===== src/rtl/alu_cmd_driver.sv =====
`default_nettype none
// ---------------------------------------------------------------------------
// alu_cmd_driver : FIFO-buffered, handshaked command initiator for the ALU.
// Optional macro ALU_SETTLE_WAIT_EN holds operands SETTLE_CYCLES extra cycles.
// Rev 1.0
// ---------------------------------------------------------------------------
module alu_cmd_driver #(
  parameter int DATA_W        = 6,
  parameter int FXN_W         = 3,
  parameter int FIFO_DEPTH    = 4,
  parameter int SETTLE_CYCLES = 2
) (
  input  logic                          clk,
  input  logic                          rst_n,
  input  logic                          cmd_valid,
  output logic                          cmd_ready,
  input  logic [DATA_W-1:0]             cmd_a,
  input  logic [DATA_W-1:0]             cmd_b,
  input  logic [FXN_W-1:0]              cmd_fxn,
  output logic [DATA_W-1:0]             alu_a,
  output logic [DATA_W-1:0]             alu_b,
  output logic [FXN_W-1:0]              alu_fxn,
  input  logic [DATA_W-1:0]             alu_x,
  output logic                          rsp_valid,
  input  logic                          rsp_ready,
  output logic [DATA_W-1:0]             rsp_x,
  output logic [FXN_W-1:0]              rsp_fxn,
  output logic [$clog2(FIFO_DEPTH):0]   fifo_count,
  output logic                          busy
);

  localparam int PTR_W = $clog2(FIFO_DEPTH);
  localparam int CNT_W = PTR_W + 1;
  localparam int ENT_W = 2 * DATA_W + FXN_W;
  localparam logic [CNT_W-1:0] FULL_CNT = CNT_W'(FIFO_DEPTH);

  localparam logic [1:0] IDLE  = 2'd0;
  localparam logic [1:0] ISSUE = 2'd1;
  localparam logic [1:0] RESP  = 2'd2;

  logic [1:0]       state;
  logic [1:0]       state_nxt;
  logic [ENT_W-1:0] mem [FIFO_DEPTH];
  logic [PTR_W-1:0] wr_ptr;
  logic [PTR_W-1:0] rd_ptr;
  logic [ENT_W-1:0] head;
  logic             fifo_empty;
  logic             push;
  logic             pop;
  logic             capture;
  logic             rsp_done;
  logic             issue_done;

  assign cmd_ready  = (fifo_count != FULL_CNT);
  assign fifo_empty = (fifo_count == '0);
  assign push       = cmd_valid && cmd_ready;
  assign head       = mem[rd_ptr];
  assign busy       = (state != IDLE) || !fifo_empty;

  // Storage is not reset; only pointers and count define what is valid.
  always_ff @(posedge clk) begin
    if (push) begin
      mem[wr_ptr] <= {cmd_a, cmd_b, cmd_fxn};
    end
  end

  always_ff @(posedge clk or negedge rst_n) begin
    if (!rst_n) begin
      wr_ptr     <= '0;
      rd_ptr     <= '0;
      fifo_count <= '0;
    end else begin
      if (push) begin
        wr_ptr <= wr_ptr + PTR_W'(1);
      end
      if (pop) begin
        rd_ptr <= rd_ptr + PTR_W'(1);
      end
      case ({push, pop})
        2'b10:   fifo_count <= fifo_count + CNT_W'(1);
        2'b01:   fifo_count <= fifo_count - CNT_W'(1);
        default: fifo_count <= fifo_count;
      endcase
    end
  end

`ifdef ALU_SETTLE_WAIT_EN
  localparam int SET_W = (SETTLE_CYCLES > 0) ? $clog2(SETTLE_CYCLES + 1) : 1;
  logic [SET_W-1:0] settle_cnt;

  // Loaded on every entry to ISSUE; capture waits until it reaches zero.
  always_ff @(posedge clk or negedge rst_n) begin
    if (!rst_n) begin
      settle_cnt <= '0;
    end else if (pop) begin
      settle_cnt <= SET_W'(SETTLE_CYCLES);
    end else if ((state == ISSUE) && (settle_cnt != '0)) begin
      settle_cnt <= settle_cnt - SET_W'(1);
    end
  end

  assign issue_done = (settle_cnt == '0);
`else
  assign issue_done = 1'b1;
`endif

  always_ff @(posedge clk or negedge rst_n) begin
    if (!rst_n) begin
      state <= IDLE;
    end else begin
      state <= state_nxt;
    end
  end

  always_comb begin
    state_nxt = state;
    case (state)
      IDLE:    if (!fifo_empty) state_nxt = ISSUE;
      ISSUE:   if (issue_done)  state_nxt = RESP;
      RESP:    if (rsp_ready)   state_nxt = fifo_empty ? IDLE : ISSUE;
      default: state_nxt = IDLE;
    endcase
  end

  always_comb begin
    pop      = 1'b0;
    capture  = 1'b0;
    rsp_done = 1'b0;
    case (state)
      IDLE:  pop = !fifo_empty;
      ISSUE: capture = issue_done;
      RESP: begin
        rsp_done = rsp_ready;
        pop      = rsp_ready && !fifo_empty;
      end
      default: ;
    endcase
  end

  // Operand lanes only move on a pop, so they stay frozen through ISSUE and RESP.
  always_ff @(posedge clk or negedge rst_n) begin
    if (!rst_n) begin
      alu_a     <= '0;
      alu_b     <= '0;
      alu_fxn   <= '0;
      rsp_x     <= '0;
      rsp_fxn   <= '0;
      rsp_valid <= 1'b0;
    end else begin
      if (pop) begin
        alu_a   <= head[ENT_W-1 -: DATA_W];
        alu_b   <= head[FXN_W +: DATA_W];
        alu_fxn <= head[FXN_W-1:0];
      end
      if (capture) begin
        rsp_x     <= alu_x;
        rsp_fxn   <= alu_fxn;
        rsp_valid <= 1'b1;
      end else if (rsp_done) begin
        rsp_valid <= 1'b0;
      end
    end
  end

endmodule
`default_nettype wire


===== config.mk =====
export PLATFORM = sky130hd
export DESIGN_NAME = alu_cmd_driver
export DESIGN_NICKNAME = d
export VERILOG_FILES = /design/src/rtl/alu_cmd_driver.sv
export SDC_FILE = /design/constraint.sdc
export NUM_CORES = 1
export LEC_CHECK = 0
export CELL_PAD_IN_SITES_DETAIL_PLACEMENT = 0
export CELL_PAD_IN_SITES_GLOBAL_PLACEMENT = 1
export CORE_MARGIN = 2
export CORE_UTILIZATION = 45
export CTS_CLUSTER_SIZE = 28
export DETAILED_ROUTE_END_ITERATION = 7
export PLACE_DENSITY = 0.74
export SYNTH_ARGS = -nofsm -noshare
export SYNTH_HDL_FRONTEND = slang
export SYNTH_SLANG_ARGS = --single-unit

===== constraint.sdc =====
create_clock -name clk -period 3.7 [get_ports clk]
set_clock_uncertainty 0.2 [all_clocks]
set_input_delay 0.74 -clock clk [delete_from_list [all_inputs] [get_ports clk]]
set_output_delay 0.74 -clock clk [all_outputs]
set_load 0.02 [all_outputs]

==> results.txt <==
setup total negative slack - 0 ns
worst-path fanout max - 5
Crit Path Class - flip-flop to output port
CTS buffer count - 9
die height - 94.4 microns
area delta synth->final - 23.6%
Post-Synth Adder-Cell Area - 2.24%
fmax - 360 MHz
RSZ-0062 raised after global routing - false
crit end category - output port
CORE AREA - 0.00781 sq mm
fraction of layout cells with a size suffix above 1 - 23.9%
Clock Latency Late Sink - 0.34 ns
io pins - 55
count leader, synth - edfxtp_1
Total Routing Usage GR - 14.3%
Post-layout nets - 269
Final ANT Viol Nets - 0
Crit Reg-Reg Startpoint - fifo_count[0]
mux cell area share after synthesis - 18.8%
Buffers on Ports - 54
Post-synth top cells - 60 x edfxtp_1, 34 x dfrtp_1, 17 x mux2_2, 9 x mux2_4, 8 x mux4_2
Synth Flop Type - edfxtp_1
Initial Util - 47.1%
TritonCTS Sinks - 94
CP startpoint - fifo_count[0]
Die Wd - 94.4 microns
HP Class - input pin to async pin
Crit path arrival time - 1.84 ns
Iter 0 DRT Violations - 113
Req. time, crit path - 2.76 ns
main combinational cell family by area after synthesis - multiplexers
CTS tree - done
vias in the first global route - 1798
Final min period - 2.78 ns
multi-input logic area - 958 sq um
fillers - 600
register area - 0.00265 sq mm
Syn. warnings - 0
root buffer cell - clkbuf_8
reg2reg path depth - 6
Setup Viol. Count Final - 0
reg2reg setup slack - 1.36 ns
Pins Over Slew Limit - 0
CTS resizes - 0
Mapped Nets - 207
CTS max path bufs - 2
syn_area_per_cell - 20.9 sq um
gpl congestion - 0.638
synthesized area - 0.00368 sq mm
Die Area - 0.00892 sq mm
ys async rst share - 36.2%
#FFs+latches synth - 94
cts hold-fix bufs - 0
Post-DP HPWL - 3710 microns
post-synth cell types - 28
initial antenna violation count - 0
Setup Buffers After CTS - 0
Max-cap violations - 0
post-synth top area share - 48.9%
# diodes - 0
Startpoint Class - flip-flop
drt drc - 0
routed len/inst - 16.8 microns
via density per instance - 5.08
Area contributors post-synth - edfxtp_1 49%, dfrtp_1 23%, mux2_2 5.2%
Relative slew margins - 42.0%
Yosys top cell by area - edfxtp_1
Max H-tree Level - 3
pin count of the biggest net entering global routing - 35
Compound-Gate Fraction of Synth Area - 0.476%
number of flops mapped to enable cells by yosys - 60
row count - 32
FF-to-FF End - fifo_count[1]
leak pwr - 1.70 nW
XOR/XNOR Fraction of Synth Area - 1.43%
Worst Tran Pin Value - 0.870 ns
status - finished, final reports clean
hold slack - 0.272 ns
routed via count - 1751
final count of hold timing violations - 0
Pwr Density - 882 mW/mm^2
final wirelength - 5790 microns
cells after synthesis - 176
drt pass-1 iters - 5
total global routing overflow - 0
Worst-path clk slew - 0.09 ns
crit share post-route - 75.1%
worst vdd ir - 414 uV
first-pass GRT wire length - 9280 microns
sequential share of the synthesized area - 72.1%
simple-gate share of the synthesized area - 3.13%
-- final cells by class --
class                      count  area share (%)
multi-input combinational     72            21.1
inverter                       5           0.412
timing repair buffer          56            12.1
tap                          102            2.80
sequential                    94            58.3
clock buffer                   9            2.72
clock inverter                 7            2.61
-- cell families (layout without fill, tap and decap cells) --
logic type | count (synthesis) | after routing
xor gates and xnor gates | 6 | 6
adders and majority gates | 6 | 6
muxes | 41 | 41
DFF | 94 | 94
and+or+nand+nor | 16 | 16
AOI/OAI and AO/OA | 3 | 3
buffers and inverters | 10 | 77
-- critical path: stages (launching register included) --
cell and delay, ns:
dfrtp_1 0.46, nor3_2 0.40, nand2_1 0.09, clkdlybuf4s50_1 0.55
-- how the worst max path moves through the flow --
stage                     slack (ns)            end
after floorplan                 1.25  fifo_count[1]
after global placement          0.96  fifo_count[2]
after detailed placement        0.93  fifo_count[2]
after CTS                       0.88           busy
after global routing            0.77           busy
final                           0.92           busy
-- placed cells by master, fill, tap and decap left out, types with 3 or more instances in the layout --
| master | synthesis | routed |
|---|---|---|
| and3_1 | 4 | 4 |
| bufinv_16 | 0 | 3 |
| clkbuf_8 | 0 | 9 |
| clkdlybuf4s50_1 | 0 | 53 |
| dfrtp_1 | 34 | 34 |
| edfxtp_1 | 60 | 60 |
| ha_1 | 5 | 5 |
| inv_1 | 5 | 5 |
| mux2_2 | 17 | 17 |
| mux2_4 | 9 | 9 |
| mux4_1 | 7 | 7 |
| mux4_2 | 8 | 8 |
| xnor2_1 | 3 | 3 |
| xor2_1 | 3 | 3 |
-- report_power, final --
part	total [mW]	switching (mW)	internal [mW]
Combinational	1.54	0.676	0.864
Clock	0.794	0.343	0.451
Sequential	1.68	0.207	1.47
Total	4.01	1.23	2.79
-- layer usage --
metal | vias to the layer above | routed length (microns) | track usage [%]
li1 | 813 | - | -
met1 | 882 | 2610 | 18.7
met4 | 0 | 59 | 5.80
met5 | - | 0 | 0
met3 | 8 | 258 | 2.87
met2 | 48 | 2870 | 23.6
-- metrics by stage --
stage / util (%) / worst slack (ns) / area [sq um] / cells / total power, mW
after CTS: 58.3 / 0.878 / 4550 / 345 / 4.08
after global placement: 55.2 / 0.958 / 4310 / 329 / 3.25
after floorplan: - / 1.25 / 3680 / 176 / 2.74
after detailed placement: 55.2 / 0.928 / 4310 / 329 / 3.28
final: 58.3 / 0.921 / 4550 / 345 / 4.01
after global routing: 58.3 / 0.767 / 4550 / 345 / 4.25
-- sequential cells by signal (all words and copies together), names as in the netlist --
| name | count |
|---|---|
| alu_a | 6 |
| alu_b | 6 |
| alu_fxn | 3 |
| fifo_count | 3 |
| mem | 60 |
| rd_ptr | 2 |
| rsp_fxn | 3 |
| rsp_valid | 1 |
| rsp_x | 6 |
| state | 2 |
| wr_ptr | 2 |
Power figures use the tool's default switching activity.
